### config.mk
export PLATFORM = sky130hd
export DESIGN_NAME = channelizer_frame_buffer
export DESIGN_NICKNAME = d
export VERILOG_FILES = /design/src/rtl/channelizer_frame_buffer.sv
export SDC_FILE = /design/constraint.sdc
export NUM_CORES = 2
export LEC_CHECK = 0
export CELL_PAD_IN_SITES_DETAIL_PLACEMENT = 0
export CELL_PAD_IN_SITES_GLOBAL_PLACEMENT = 1
export CORE_ASPECT_RATIO = 1.75
export CORE_MARGIN = 2
export CORE_UTILIZATION = 35
export DETAILED_ROUTE_END_ITERATION = 8
export GPL_TIMING_DRIVEN = 1
export PLACE_DENSITY = 0.55
export SLEW_MARGIN = 40
export SYNTH_ARGS = -nofsm -noshare
export SYNTH_HDL_FRONTEND = slang
export SYNTH_SLANG_ARGS = --single-unit
### constraint.sdc
create_clock -name Clk -period 5.87 [get_ports Clk]
set_clock_uncertainty 0.1 [all_clocks]
set_input_delay 1.174 -clock Clk [delete_from_list [all_inputs] [get_ports Clk]]
set_output_delay 1.174 -clock Clk [all_outputs]
set_load 0.05 [all_outputs]
### src/rtl/channelizer_frame_buffer.sv
// Ping-pong frame buffer: collects one in-order frame of channelizer samples
// per bank and replays completed frames through a valid/ready output.
module channelizer_frame_buffer #(
  parameter int NUM_CHANNELS        = 32,
  parameter int CHANNEL_INDEX_WIDTH = $clog2(NUM_CHANNELS),
  parameter int DATA_WIDTH          = 25
) (
  input  logic                                  Clk,
  input  logic                                  Rst,
  input  logic                                  Input_valid,
  input  logic        [CHANNEL_INDEX_WIDTH-1:0] Input_index,
  input  logic signed [DATA_WIDTH-1:0]          Input_data [1:0],
  output logic                                  Output_valid,
  input  logic                                  Output_ready,
  output logic        [CHANNEL_INDEX_WIDTH-1:0] Output_index,
  output logic signed [DATA_WIDTH-1:0]          Output_data [1:0],
  output logic                                  Output_last,
  output logic                                  Error_overflow,
  output logic                                  Error_sequence,
  output logic        [1:0]                     dbg_wr_state_o,
  output logic                                  dbg_rd_state_o
);
  // Output handshake: a sample transfers on a rising edge with
  // Output_valid=1 and Output_ready=1; while stalled all outputs hold.

  localparam int CIW = CHANNEL_INDEX_WIDTH;
  localparam int MW  = 2 * DATA_WIDTH;
  localparam logic [CIW-1:0] LAST_IDX = CIW'(NUM_CHANNELS - 1);

  typedef enum logic [1:0] {
    WR_IDLE    = 2'd0,
    WR_WRITE   = 2'd1,
    WR_DISCARD = 2'd2
  } wr_state_e;

  typedef enum logic {
    RD_IDLE = 1'b0,
    RD_READ = 1'b1
  } rd_state_e;

  // Bank RAM, addressed {bank, index}; word is {Q, I}.
  logic [MW-1:0] mem_q [2*NUM_CHANNELS];

  wr_state_e   wr_state_q, wr_state_d;
  logic [CIW-1:0] expected_q, expected_d;
  logic        wr_bank_q, wr_bank_d;
  logic        err_ovf_q, err_ovf_d;
  logic        err_seq_q, err_seq_d;
  logic        mem_we;
  logic        full_set;

  rd_state_e   rd_state_q, rd_state_d;
  logic [CIW-1:0] rd_ptr_q, rd_ptr_d, rd_ptr_next;
  logic        rd_bank_q, rd_bank_d;
  logic        out_valid_q, out_valid_d;
  logic        out_last_q, out_last_d;
  logic signed [DATA_WIDTH-1:0] out_i_q, out_i_d;
  logic signed [DATA_WIDTH-1:0] out_q_q, out_q_d;
  logic        rd_load;
  logic        full_clr;
  logic [MW-1:0] rd_word;

  logic [1:0]  full_q, full_d;

  logic start_frame;
  logic bank_free;

  assign start_frame = Input_valid && (Input_index == '0);
  assign bank_free   = !full_q[wr_bank_q];

  // ---------------- write side ----------------
  always_comb begin
    wr_state_d = wr_state_q;
    expected_d = expected_q;
    wr_bank_d  = wr_bank_q;
    err_ovf_d  = 1'b0;
    err_seq_d  = 1'b0;
    mem_we     = 1'b0;
    full_set   = 1'b0;
    case (wr_state_q)
      WR_IDLE, WR_DISCARD: begin
        if (start_frame) begin
          if (bank_free) begin
            mem_we     = 1'b1;
            expected_d = CIW'(1);
            wr_state_d = WR_WRITE;
          end else begin
            err_ovf_d  = 1'b1;
            wr_state_d = WR_DISCARD;
          end
        end
      end
      WR_WRITE: begin
        if (Input_valid) begin
          if (Input_index == expected_q) begin
            mem_we = 1'b1;
            if (Input_index == LAST_IDX) begin
              full_set   = 1'b1;
              wr_bank_d  = ~wr_bank_q;
              expected_d = '0;
              wr_state_d = WR_IDLE;
            end else begin
              expected_d = expected_q + CIW'(1);
            end
          end else begin
            // A restart at index 0 reuses the bank of the aborted frame,
            // which was free when that frame began.
            err_seq_d = 1'b1;
            if (start_frame && bank_free) begin
              mem_we     = 1'b1;
              expected_d = CIW'(1);
            end else begin
              expected_d = '0;
              wr_state_d = WR_DISCARD;
            end
          end
        end
      end
      default: wr_state_d = WR_IDLE;
    endcase
  end

  always_ff @(posedge Clk) begin
    if (Rst) begin
      wr_state_q <= WR_IDLE;
      expected_q <= '0;
      wr_bank_q  <= 1'b0;
      err_ovf_q  <= 1'b0;
      err_seq_q  <= 1'b0;
    end else begin
      wr_state_q <= wr_state_d;
      expected_q <= expected_d;
      wr_bank_q  <= wr_bank_d;
      err_ovf_q  <= err_ovf_d;
      err_seq_q  <= err_seq_d;
    end
  end

  always_ff @(posedge Clk) begin
    if (mem_we && !Rst) begin
      mem_q[{wr_bank_q, Input_index}] <= {Input_data[1], Input_data[0]};
    end
  end

  // ---------------- read side ----------------
  always_comb begin
    rd_load     = 1'b0;
    rd_ptr_next = rd_ptr_q;
    case (rd_state_q)
      RD_IDLE: begin
        if (full_q[rd_bank_q]) begin
          rd_load     = 1'b1;
          rd_ptr_next = '0;
        end
      end
      RD_READ: begin
        if (out_valid_q && Output_ready && !out_last_q) begin
          rd_load     = 1'b1;
          rd_ptr_next = rd_ptr_q + CIW'(1);
        end
      end
      default: rd_load = 1'b0;
    endcase
  end

  assign rd_word = mem_q[{rd_bank_q, rd_ptr_next}];

  always_comb begin
    rd_state_d  = rd_state_q;
    rd_bank_d   = rd_bank_q;
    rd_ptr_d    = rd_ptr_q;
    out_valid_d = out_valid_q;
    out_last_d  = out_last_q;
    out_i_d     = out_i_q;
    out_q_d     = out_q_q;
    full_clr    = 1'b0;
    if (rd_load) begin
      rd_ptr_d    = rd_ptr_next;
      out_valid_d = 1'b1;
      out_last_d  = (rd_ptr_next == LAST_IDX);
      out_i_d     = $signed(rd_word[DATA_WIDTH-1:0]);
      out_q_d     = $signed(rd_word[MW-1:DATA_WIDTH]);
      rd_state_d  = RD_READ;
    end else if (rd_state_q == RD_READ && out_valid_q && Output_ready && out_last_q) begin
      // Returning through IDLE guarantees a one-cycle valid gap between frames.
      full_clr    = 1'b1;
      rd_bank_d   = ~rd_bank_q;
      rd_ptr_d    = '0;
      out_valid_d = 1'b0;
      out_last_d  = 1'b0;
      rd_state_d  = RD_IDLE;
    end
  end

  always_ff @(posedge Clk) begin
    if (Rst) begin
      rd_state_q  <= RD_IDLE;
      rd_bank_q   <= 1'b0;
      rd_ptr_q    <= '0;
      out_valid_q <= 1'b0;
      out_last_q  <= 1'b0;
      out_i_q     <= '0;
      out_q_q     <= '0;
    end else begin
      rd_state_q  <= rd_state_d;
      rd_bank_q   <= rd_bank_d;
      rd_ptr_q    <= rd_ptr_d;
      out_valid_q <= out_valid_d;
      out_last_q  <= out_last_d;
      out_i_q     <= out_i_d;
      out_q_q     <= out_q_d;
    end
  end

  // Set and clear always target different banks, so both can land together.
  always_comb begin
    for (int b = 0; b < 2; b++) begin
      full_d[b] = (full_q[b] || (full_set && (wr_bank_q == 1'(b))))
                  && !(full_clr && (rd_bank_q == 1'(b)));
    end
  end

  always_ff @(posedge Clk) begin
    if (Rst) begin
      full_q <= 2'b00;
    end else begin
      full_q <= full_d;
    end
  end

  assign Output_valid   = out_valid_q;
  assign Output_index   = rd_ptr_q;
  assign Output_data[0] = out_i_q;
  assign Output_data[1] = out_q_q;
  assign Output_last    = out_last_q;
  assign Error_overflow = err_ovf_q;
  assign Error_sequence = err_seq_q;
  assign dbg_wr_state_o = wr_state_q;
  assign dbg_rd_state_o = rd_state_q;

endmodule

======== Word-level counts from Yosys, hierarchy flattened ========
Memory sizes are Yosys's and may differ from the RTL's. A register that Yosys moved wholly into a read port is not among the register bits.
Index checks and enable logic that the tools add are counted.
word-level totals
  output and inout bits ................... 62
  register bits ........................... 20
  memories ................................ 1
  logic and storage cells ................. 108
  bits in writable memories ............... 3200
operators by class
  reduce and logical (&&, ||, !) cells .... 30
  eq/ne operators ......................... 10
  bitwise operators ....................... 8
  add/subtract/negate cells ............... 2
  mux-type cells .......................... 45
  order comparisons ....................... 2
memories
  memory  depth  bits a word  read ports  clocked after Yosys merged registers in  wr ports  line  text
  mem_q   64     50           1           1                                        1         42    logic [MW-1:0] mem_q [2*NUM_CHANNELS];
operators with widths
  cell                   number
  $mux W5                9
  $mux W1                25
  $pmux W5 S2            2
  $logic_and A1 B1 Y1    12
  $mux W2                6
  $reduce_and A4 Y1      3
  $add A5 B1 Y5 const B  2
  $eq A5 B5 Y1 const B   2
  $not A1 Y1             8
  $ne A2 B2 Y1 const B   3
  $ne A3 B3 Y1 const B   2
  $reduce_or A3 Y1       2
  $eq A5 B5 Y1           1
  $logic_not A1 Y1       5
  $logic_not A5 Y1       1
  $lt A1 B2 Y1 const B   2
  $pmux W1 S2            2
  $pmux W2 S2            1
  $reduce_bool A2 Y1     2
  $eq A2 B1 Y1 const B   1
  $eq A2 B2 Y1 const B   1
  $logic_not A2 Y1       1
  $logic_or A1 B1 Y1     2
  $reduce_and A2 Y1      1
  $reduce_or A2 Y1       1

======== Depth between registers and ports, before layout ========
  word-level depth ........................ 11
  depth in mapped cells ................... 15

======== Worst setup path before layout ========
Ideal clock, no wire load.
  kind .................................... input port to flip-flop
  start point ............................. input Input_index[1]
  end point ............................... memory mem_q[61][0] in the netlist's numbering, enable pin
  library setup time ...................... 458 ps
  arrival time ............................ 5325 ps
  stages .................................. 10
  setup slack ............................. -13 ps
  path through ............................ buf_2 -> xnor2_1 -> nand3_1 -> nor3_4 -> nand3_1 -> a221o_1 -> or2_2 -> or3b_2 -> clkbuf_1 -> nor2_1
on the way
  word-level cells in the longest chain between the ends .. 10
ends and longest elaborated chain
  what                           line  text
  start, declared                11    input logic [CHANNEL_INDEX_WIDTH-1:0] Input_index,
  $logic_not A5 Y1               68    assign start_frame = Input_valid && (Input_index == '0);
  $logic_and A1 B1 Y1            68
  $logic_and A1 B1 Y1            109   if (start_frame && bank_free) begin
  $mux W1                        109
  $mux W1                        95    if (Input_index == expected_q) begin
  $mux W1                        94    if (Input_valid) begin
  $pmux W1 S2                    80    case (wr_state_q)
  $logic_and A1 B1 Y1            140   if (mem_we && !Rst) begin
  $mux W1                        140
  $mux W1 (not written as such)  141   mem_q[{wr_bank_q, Input_index}] <= {Input_data[1], Input_data[0]};
  end, declared                  42
Several ways; a longest one is shown, not always the timed one.

======== Final worst setup path ========
  start point ............................. register rd_ptr_q[0], in the netlist Output_index[0]
  end point ............................... output Output_index[0]
RTL lines
  what                    line  text
  start, declared         53    logic [CIW-1:0] rd_ptr_q, rd_ptr_d, rd_ptr_next;
  start signal, assigned  207   rd_ptr_q <= rd_ptr_d;
  end, declared           15    output logic [CHANNEL_INDEX_WIDTH-1:0] Output_index,
No word-level cell between the ends.

==> run_summary.xml <==
<?xml version="1.0" encoding="UTF-8"?>
<metrics>
  <group name="floorplan">
    <metric name="floorplan.rows" unit="">292</metric>
    <metric name="die_width" unit="um">459.7</metric>
    <metric name="floorplan.io_pins" unit="">121</metric>
    <metric name="core_area" unit="mm^2">0.3617</metric>
    <metric name="die_ht" unit="um">801.5</metric>
    <metric name="start_util" unit="%">35.17</metric>
    <metric name="dieArea" unit="mm^2">0.3685</metric>
  </group>
  <group name="yosys">
    <metric name="yosys_most_used_dff" unit="">sky130_fd_sc_hd__edfxtp_1</metric>
    <metric name="synth_cell_types" unit="">70</metric>
    <metric name="post_synth_inst_count" unit="">8559</metric>
    <metric name="synth_area" unit="mm^2">0.1272</metric>
    <metric name="flip_flop_and_latch_count_after_synthesis" unit="">3270</metric>
    <metric name="postSynthNetCount" unit="">8620</metric>
    <metric name="async_reset_ff_share" unit="%">0</metric>
    <metric name="synth.yosys.seq_area_share" unit="%">76.64</metric>
    <metric name="post_synthesis_mean_instance_area" unit="um^2">14.86</metric>
    <metric name="synth_enable_flop_cells" unit="">3200</metric>
    <metric name="yosys_warnings" unit="">0</metric>
  </group>
  <group name="power_and_ir_drop">
    <metric name="static-leakage-power" unit="nW">47.04</metric>
    <metric name="power_consumption" unit="mW">46.07</metric>
    <metric name="peak_ir_drop_on_the_vdd_network" unit="mV">0.2916</metric>
    <metric name="p_per_area" unit="mW/mm^2">312.4</metric>
  </group>
  <group name="cts">
    <metric name="worst_skew_pair.late_latency" unit="ns">0.89</metric>
    <metric name="clk_root_buffer_cell" unit="">sky130_fd_sc_hd__clkbuf_16</metric>
    <metric name="clock-sinks" unit="">3270</metric>
    <metric name="cts_made_buffers" unit="">306</metric>
    <metric name="postCtsResizedCells" unit="">0</metric>
    <metric name="clk_pin_slew_worst_paths" unit="ns">0.06</metric>
    <metric name="cts-htree-levels" unit="">5</metric>
    <metric name="postCtsSetupRepairBufs" unit="">0</metric>
    <metric name="clock_tree.buffer_depth" unit="">4</metric>
    <metric name="tritoncts" unit="">built</metric>
    <metric name="hold_buf_count_cts" unit="">0</metric>
  </group>
  <group name="sta">
    <metric name="rsz0062_at_grt" unit="">false</metric>
    <metric name="timing_max_transition_violations_final" unit="">0</metric>
    <metric name="timing_worst_slew_pin_value" unit="ns">0.8675</metric>
    <metric name="timing.fmax" unit="MHz">210.1</metric>
    <metric name="final_hold_viol_count" unit="">0</metric>
    <metric name="slew_headroom" unit="%">42.09</metric>
    <metric name="timing.final.setup_violations" unit="">0</metric>
    <metric name="finalCriticalPeriod" unit="ns">4.759</metric>
    <metric name="finalCritPeriodShare" unit="%">81.07</metric>
  </group>
  <group name="route">
    <metric name="num_vias" unit="">75847</metric>
    <metric name="drc" unit="">0</metric>
    <metric name="viasPerCell" unit="">5.493</metric>
    <metric name="detail_route.wirelength" unit="mm">405.5</metric>
    <metric name="first_pass_detailed_route_iteration_total" unit="">6</metric>
    <metric name="initialDrtViolationCount" unit="">6612</metric>
    <metric name="wl_per_cell" unit="um">29.37</metric>
    <metric name="drtAntennaViolNets" unit="">0</metric>
  </group>
  <group name="setup_path">
    <metric name="worst-path-max-fanout" unit="">58</metric>
    <metric name="worstPathCellList" unit="">buf_4, buf_4, clkdlybuf4s50_1</metric>
    <metric name="cp_slowest_stage_delay" unit="ns">1.01</metric>
    <metric name="reg2reg_setup_slack" unit="ns">1.20</metric>
    <metric name="critical-path-slowest-cell" unit="">sky130_fd_sc_hd__clkdlybuf4s50_1</metric>
    <metric name="timing.reg2reg.worst_path_depth" unit="">10</metric>
    <metric name="crit_required" unit="ns">4.60</metric>
    <metric name="r2r_start" unit="">rd_bank_q</metric>
    <metric name="timing.rr.end" unit="">out_i_q[0]</metric>
    <metric name="critical_path.most_common_cell" unit="">sky130_fd_sc_hd__buf_4</metric>
    <metric name="worstPathArrival" unit="ns">3.48</metric>
    <metric name="critPathKind" unit="">reg2out</metric>
    <metric name="crit_path_end_kind" unit="">primary output</metric>
    <metric name="worstSetupStartpointType" unit="">flop</metric>
  </group>
  <group name="cells_and_area">
    <metric name="stdcell_count" unit="">13807</metric>
    <metric name="final_nets" unit="">8903</metric>
    <metric name="fill_cells" unit="">32881</metric>
    <metric name="layout-drive-gt1-share" unit="%">12.88</metric>
    <metric name="area_growth_syn_to_layout" unit="%">15.93</metric>
  </group>
  <group name="grt">
    <metric name="initial_antenna_violation_count" unit="">28</metric>
    <metric name="grt_use_total" unit="%">21.56</metric>
    <metric name="largest_net_degree_at_the_start_of_global_routing" unit="">164</metric>
    <metric name="grt.overflow.total" unit="">0</metric>
    <metric name="grt_pass1_vias" unit="">75832</metric>
    <metric name="first_pass_grt_wire_length" unit="mm">571.5</metric>
  </group>
  <group name="placed_design">
    <metric name="place_congestion" unit="">0.8064</metric>
    <metric name="place_inst" unit="">13232</metric>
    <metric name="portBuffers" unit="">120</metric>
    <metric name="place_hpwl" unit="mm">245.3</metric>
  </group>
  <group name="min_path">
    <metric name="timing.hold.worst_endpoint" unit="">dbg_wr_state_o[1]</metric>
    <metric name="hold_path.class" unit="">reg2reg</metric>
    <metric name="worst_hold_path.num_cells" unit="">2</metric>
    <metric name="worst_hold_startpoint" unit="">dbg_wr_state_o[1]</metric>
  </group>
  <group name="status">
    <metric name="status" unit="">complete, no violations</metric>
  </group>
  <group name="flow_run">
    <metric name="maxCapViolations" unit="">0</metric>
  </group>
</metrics>
## worst max-delay path, delay by kind of cell, from the launching register on
family                 cells  cell delay (ns)
DFF                        1             0.34
buffers and inverters      3             2.22
## Yosys cell counts, drive strengths merged (4+ instances only)
master  number  area (um^2)
nand3      670         3353
mux2i      253         2545
nand2     1980         7435
nor2       145        546.8
a21oi      469         2351
o21ai       60        300.3
mux4       146         3288
xor2         6        52.55
dfxtp       70         1401
or3          5        31.28
inv          6        22.52
buf        240         1341
xnor2        5        43.79
nor3         6        41.29
or2          4        25.03
o22ai       50        312.8
o211ai       6        45.04
edfxtp    3200        96090
o221ai      50        437.9
nand4      153        957.2
a22oi       98        735.7
a211oi     149         1119
a221oi      55        481.7
nand3b       4        33.78
and2        53        331.6
and3        56        350.3
and4        49        429.2
clkbuf     332         1257
a32oi      101        884.6
a31oi      105        671.9
## flip-flops by register name, indices dropped and copies added (netlist names)
signal	cells
rd_bank_q	1
dbg_wr_state_o	2
mem_q	3200
out_i_q	25
expected_q	5
wr_bank_q	1
full_q	2
Output_index	5
out_q_q	25
Output_last	1
Output_valid	1
Error_overflow	1
Error_sequence	1
## per-layer routing
metal	track usage, %	up-vias	wire length [um]
met2	39.57	2074	215800
met3	2.363	507	18160
met1	26.76	40073	161100
met4	5.555	6	10350
li1	-	33187	-
met5	0	-	35
## power by group
part | total, mW | switching (mW) | leakage [nW] | internal (mW)
Combinational | 0.511 | 0.452 | 12.9 | 0.0595
Clock | 20.0 | 8.82 | 4.78 | 11.1
Sequential | 25.6 | 0.00115 | 29.3 | 25.6
Total | 46.1 | 9.27 | 47.0 | 36.8
## per-stage QoR
stage | util, % | area (um^2) | hold WS [ns] | TNS [ns] | setup WS [ns]
6_report | 40.77 | 147500 | 0.4439 | 0 | 1.111
5_1_grt | 40.76 | 147400 | 0.4820 | 0 | 0.9847
2_1_floorplan | - | 127200 | 0.3996 | -5.553 | -0.01319
4_1_cts | 40.72 | 147300 | 0.4516 | 0 | 0.9910
3_5_place_dp | 38.01 | 137500 | 0.4388 | 0 | 0.6089
3_3_place_gp | 37.97 | 137300 | 0.4310 | 0 | 0.6019
## cell usage in the layout (no fill, tap or decap), types with 51 or more instances in the layout
cell type and n:
sky130_fd_sc_hd__clkbuf_1 64, sky130_fd_sc_hd__and2_1 51, sky130_fd_sc_hd__nand3_1 667, sky130_fd_sc_hd__a22oi_1 98, sky130_fd_sc_hd__a32oi_1 101, sky130_fd_sc_hd__nor2_4 68, sky130_fd_sc_hd__dfxtp_1 68, sky130_fd_sc_hd__a21oi_1 468
sky130_fd_sc_hd__mux4_2 146, sky130_fd_sc_hd__a211oi_1 148, sky130_fd_sc_hd__mux2i_1 252, sky130_fd_sc_hd__nor2_1 76, sky130_fd_sc_hd__clkbuf_16 314, sky130_fd_sc_hd__buf_12 173, sky130_fd_sc_hd__a31oi_1 103, sky130_fd_sc_hd__clkdlybuf4s50_1 69
sky130_fd_sc_hd__buf_4 251, sky130_fd_sc_hd__and3_1 55, sky130_fd_sc_hd__nand4_1 153, sky130_fd_sc_hd__o21ai_0 55, sky130_fd_sc_hd__edfxtp_1 3200, sky130_fd_sc_hd__nand2_1 1974, sky130_fd_sc_hd__a221oi_1 55
## cell type report
cell class                 instances  area, um^2  area share (%)
sequential                      3270       97500           66.11
multi-input combinational       4711       27830           18.87
clock buffer                     397        8359           5.668
timing repair buffer             547        6407           4.345
tap                             4704        5886           3.991
clock inverter                   152        1414          0.9588
antenna                           20       50.05         0.03394
inverter                           6       22.52         0.01527
## worst max-delay path by stage
stage / slack [ns] / end / cells past startpoint / startpoint
3_5_place_dp: 0.61 / out_i_q[0] / 9 / Output_ready
4_1_cts: 0.99 / Output_index[0] / 3 / Output_index[0]
5_1_grt: 0.98 / Output_index[0] / 3 / Output_index[0]
2_1_floorplan: -0.01 / mem_q[61][0] / 10 / Input_index[1]
6_report: 1.11 / Output_index[0] / 3 / Output_index[0]
3_3_place_gp: 0.60 / out_i_q[16] / 12 / Output_ready
## cells by family (layout without fill, tap and decap cells)
kind of cell,Yosys count,count (layout),synth area share [%]
simple gates,3139,3139,10.73
mux,399,399,4.585
buf+inv,578,1102,2.061
other cells,0,20,0
xor+xnor,11,11,0.07573
compound gates,1160,1160,5.893
flops,3270,3270,76.64
fa+ha+maj,2,2,0.01967
No activity file was read; power rests on OpenSTA's default activity.
